### config.mk
export PLATFORM = sky130hd
export DESIGN_NAME = multiplier_recon
export DESIGN_NICKNAME = d
export VERILOG_FILES = /design/src/rtl/mult_recon_pkg.sv /design/src/rtl/mult_cell.sv /design/src/rtl/multiplier_recon.sv
export SDC_FILE = /design/constraint.sdc
export NUM_CORES = 1
export LEC_CHECK = 0
export BUFFER_PORTS_ARGS = -buffer_cell sky130_fd_sc_hd__buf_2
export CAP_MARGIN = 20
export CORE_MARGIN = 1
export CORE_UTILIZATION = 55
export CTS_CLUSTER_SIZE = 12
export DETAILED_ROUTE_END_ITERATION = 8
export MAX_ROUTING_LAYER = met4
export PLACE_DENSITY = 0.77
export SLEW_MARGIN = 30
export SYNTH_ARGS = -nofsm -noshare
export SYNTH_HDL_FRONTEND = slang
export SYNTH_SLANG_ARGS = --single-unit
### constraint.sdc
create_clock -name clk -period 2.8 [get_ports clk]
set_input_delay 0.28 -clock clk [delete_from_list [all_inputs] [get_ports clk]]
set_output_delay 0.28 -clock clk [all_outputs]
set_load 0.05 [all_outputs]
### src/rtl/mult_recon_pkg.sv
// Shared types for the shift-add dividend reconstructor.
package mult_recon_pkg;

    typedef enum logic [1:0] {
        IDLE   = 2'd0,
        CALC   = 2'd1,
        FINISH = 2'd2
    } state_t;

endpackage

### src/rtl/mult_cell.sv
// One Horner step of the reconstruction: shift the accumulator and add the divisor on a set quotient bit.
module mult_cell #(
    parameter int unsigned N = 5,
    parameter int unsigned M = 3
) (
    input  logic [N+M-1:0] acc_i,
    input  logic           qbit,
    input  logic [M-1:0]   divisor,
    output logic [N+M-1:0] acc_o
);

    localparam int unsigned P = N + M;

    always_comb begin
        acc_o = {acc_i[P-2:0], 1'b0} + (qbit ? P'(divisor) : P'(0));
    end

endmodule

### src/rtl/multiplier_recon.sv
// Sequential reconstructor: product = merchant*divisor + remainder, one quotient bit per cycle.
module multiplier_recon
    import mult_recon_pkg::*;
#(
    parameter int unsigned N = 5,
    parameter int unsigned M = 3
) (
    input  logic             clk,
    input  logic             rstn,
    input  logic             data_rdy,
    input  logic [N-1:0]     merchant,
    input  logic [M-1:0]     divisor,
    input  logic [M-1:0]     remainder,
    output logic             in_ready,
    output logic             res_rdy,
    output logic [N+M-1:0]   product,
    output logic             rem_err
);

    localparam int unsigned P  = N + M;
    localparam int unsigned CW = (N > 1) ? $clog2(N) : 1;

    state_t         state, state_nxt;
    logic [N-1:0]   q_reg, q_reg_nxt;
    logic [M-1:0]   d_reg, d_reg_nxt;
    logic [M-1:0]   r_reg, r_reg_nxt;
    logic [P-1:0]   acc, acc_nxt;
    logic [CW-1:0]  cnt, cnt_nxt;
    logic           err_reg, err_reg_nxt;
    logic           in_ready_nxt;
    logic           res_rdy_nxt;
    logic [P-1:0]   product_nxt;
    logic           rem_err_nxt;
    logic [P-1:0]   acc_step;

    mult_cell #(
        .N (N),
        .M (M)
    ) u_cell (
        .acc_i   (acc),
        .qbit    (q_reg[cnt]),
        .divisor (d_reg),
        .acc_o   (acc_step)
    );

    // Next-state and next-register values
    always_comb begin
        state_nxt   = state;
        q_reg_nxt   = q_reg;
        d_reg_nxt   = d_reg;
        r_reg_nxt   = r_reg;
        acc_nxt     = acc;
        cnt_nxt     = cnt;
        err_reg_nxt = err_reg;
        res_rdy_nxt = 1'b0;
        product_nxt = product;
        rem_err_nxt = rem_err;

        case (state)
            IDLE: begin
                if (data_rdy) begin
                    q_reg_nxt   = merchant;
                    d_reg_nxt   = divisor;
                    r_reg_nxt   = remainder;
                    acc_nxt     = '0;
                    cnt_nxt     = CW'(N - 1);
                    err_reg_nxt = (remainder >= divisor);
                    state_nxt   = CALC;
                end
            end
            CALC: begin
                acc_nxt = acc_step;
                if (cnt == '0) begin
                    state_nxt = FINISH;
                end else begin
                    cnt_nxt = cnt - CW'(1);
                end
            end
            FINISH: begin
                product_nxt = acc + P'(r_reg);
                rem_err_nxt = err_reg;
                res_rdy_nxt = 1'b1;
                state_nxt   = IDLE;
            end
            default: begin
                state_nxt = IDLE;
            end
        endcase

        in_ready_nxt = (state_nxt == IDLE);
    end

    // State and register update
    always_ff @(posedge clk) begin
        if (!rstn) begin
            state    <= IDLE;
            q_reg    <= '0;
            d_reg    <= '0;
            r_reg    <= '0;
            acc      <= '0;
            cnt      <= '0;
            err_reg  <= 1'b0;
            in_ready <= 1'b1;
            res_rdy  <= 1'b0;
            product  <= '0;
            rem_err  <= 1'b0;
        end else begin
            state    <= state_nxt;
            q_reg    <= q_reg_nxt;
            d_reg    <= d_reg_nxt;
            r_reg    <= r_reg_nxt;
            acc      <= acc_nxt;
            cnt      <= cnt_nxt;
            err_reg  <= err_reg_nxt;
            in_ready <= in_ready_nxt;
            res_rdy  <= res_rdy_nxt;
            product  <= product_nxt;
            rem_err  <= rem_err_nxt;
        end
    end

endmodule

==> flow_metrics.tcl <==
set metrics [dict create \
    timing.final.max_slew_violations 0 \
    worst_r2r_endpoint "acc[3]$_SDFFE_PN0P_" \
    status "complete, no violations" \
    layout_setup_ws_ns 0.421 \
    setup_viol 0 \
    min_period_ns 2.38 \
    avgSynthCellArea_um2 8.51 \
    p_total_mw 1.03 \
    tritoncts "built" \
    worstSetupStartpoint "cnt[2]$_SDFFE_PN0P_" \
    ir_drop_mv 0.360 \
    p_per_area_nw_per_um2 533 \
    tns_ns 0 \
    grtUsageTotal_pct 23.6 \
    antenna_found_initial 0 \
    dp_hpwl_um 2360 \
    cts_resized 0 \
    synth.distinct_cells 38 \
    hold_depth 3 \
    holdBufCountCts 0 \
    multi_input_area_um2 937 \
    drtIter0Drc 43 \
    hold_path.class "input port to flip-flop" \
    drive_above_1_share_pct 15.3 \
    netlist_instances 205 \
    fill_cells 273 \
    vias 1411 \
    first_pass_iters 4 \
    fp.dieH_um 58.3 \
    hold-path-endpoint "q_reg[4]$_SDFFE_PN0P_" \
    ctsLongestPathBuffers 2 \
    yosysSeqAreaShare_pct 41.3 \
    endpoint_kind "flip-flop" \
    cp.required_ns 3.01 \
    core_um2 3030 \
    placed_cells 265 \
    nNetsFinal 254 \
    post_cts_buffers 0 \
    synth_area_um2 1750 \
    area_growth_pct 11.2 \
    rsz0062_at_grt "false" \
    finalHoldViolations 0 \
    drtAntennaViolNets 0 \
    grt_pass1_wl_um 5860 \
    cts-htree-levels 2 \
    port-buffer-count 24 \
    cp_max_fo 6 \
    antenna_cells 0 \
    worst-endpoint-arrival_ns 2.59 \
    path_clk_slew_ns 0.11 \
    fin_worst_skew_ns 0.0106 \
    fin_util_pct 64.1 \
    worstSetupPathType "flip-flop to flip-flop" \
    ys_ff_latch 36 \
    grt_max_degree 23 \
    yosysWarnings 0 \
    initial_core_util_pct 57.6 \
    cts_num_sinks 36 \
    hp-start "merchant[4]" \
    root_buffer "clkbuf_4" \
    grt_overflow_total 0 \
    die_area_um2 3400 \
    remaining_drc_errors 0 \
    r2r_cells 9 \
    fmax_ghz 0.420 \
    regToRegSetupSlack_ns 0.42 \
    leakage_nw 0.847 \
    row_count 20 \
    whs_ns 0.162 \
    finalWeightedCongestion 0.823 \
    routed_wl_um 3310 \
    start_kind "flip-flop" \
    numCtsBuffers 5 \
    routedWlPerCell_um 12.1 \
    fin_area_um2 1940 \
    drv_cap 0 \
    io_pins 25 \
    r2r_start "cnt[2]$_SDFFE_PN0P_" \
    dieWidth_um 58.3 \
    via_per_inst 5.17 \
    final_cell_mix "nand2_1 (36), dfxtp_1 (36), a21oi_1 (24), buf_2 (24), o21ai_0 (14)" \
    slew_headroom_pct 55.6 \
    final_cells 273 \
    regArea_um2 721 \
    pre_cts_ws_ns 0.454 \
    post-route-period-util_pct 85.0 \
    synth_nets 231 \
    postPlaceCellArea_um2 1880 \
    tightest_slew_ns 0.665 \
    grt_pass1_vias 1339 \
    clkLatencyLatePin_ns 0.34 \
]
cells by family (layout without fill, tap and decap cells):
| kind of cell | count (synthesis) | after routing | share of synthesized area [%] |
|---|---|---|---|
| simple gates | 75 | 75 | 21.0 |
| compound gates | 51 | 51 | 17.5 |
| flops | 36 | 36 | 41.3 |
| buf+inv | 20 | 44 | 5.02 |
| fa+ha+maj | 12 | 12 | 9.46 |
| xor+xnor | 9 | 9 | 4.52 |
| mux | 2 | 2 | 1.22 |
synth_stat cells (all sizes together):
cell	count	area share (%)
mux2i	1	0.57
o21ai	14	4.0
o21bai	1	0.43
nand4	2	0.72
and4bb	1	0.72
ha	10	7.2
dfxtp	36	41
o211ai	1	0.43
nor3	2	0.57
a22oi	3	1.3
nor2b	2	0.72
a21oi	24	6.9
inv	11	2.4
xor2	7	3.5
and2	4	1.4
mux2	1	0.65
nor3b	2	0.86
and2b	2	0.86
clkbuf	3	0.65
xnor2	2	1.0
o311ai	1	0.93
o311a	1	0.57
fa	2	2.3
nor2	9	1.9
and3b	1	0.50
nand2b	2	1.1
a211oi	2	1.1
nand2	36	7.7
or3	2	0.72
nand3	7	2.0
o2111ai	1	0.50
a21o	3	1.3
buf	6	2.0
and3	3	1.1
per-layer routing:
layer | GRT usage (%) | up-vias | routed length, um
met5 | - | - | 0
li1 | - | 747 | -
met1 | 25.5 | 634 | 1540
met2 | 41.5 | 24 | 1620
met4 | 11.2 | 0 | 48
met3 | 4.62 | 6 | 107
critical path, stage by stage (launching register included):
cell     delay, ns
dfxtp_1       0.42
mux2_2        0.35
a21oi_1       0.17
o21ai_0       0.11
and2_1        0.17
ha_1          0.20
fa_1          0.44
xor2_1        0.16
a22oi_1       0.17
nor2_1        0.05
area by class of cell:
cell class / count / share of cell area [%]
clock buffer: 8 / 3.03
tap: 44 / 2.84
sequential: 36 / 37.1
timing repair buffer: 25 / 6.58
multi-input combinational: 149 / 48.3
inverter: 11 / 2.13
report_power, final:
group          leakage [nW]  internal [mW]  switching [mW]
clock                0.0326          0.124           0.167
sequential            0.293          0.542          0.0235
combinational         0.521         0.0624           0.115
total                 0.847          0.729           0.306
how the worst max path moves through the flow:
stage                                to  slack [ns]  cells after the start
floorplan           acc[3]$_SDFFE_PN0P_        0.62                      9
global placement    acc[3]$_SDFFE_PN0P_        0.50                      9
detailed placement  acc[3]$_SDFFE_PN0P_        0.45                      9
CTS                 acc[3]$_SDFFE_PN0P_        0.43                      9
global route        acc[3]$_SDFFE_PN0P_        0.23                      9
finish              acc[3]$_SDFFE_PN0P_        0.42                      9
Power figures use the tool's default switching activity.
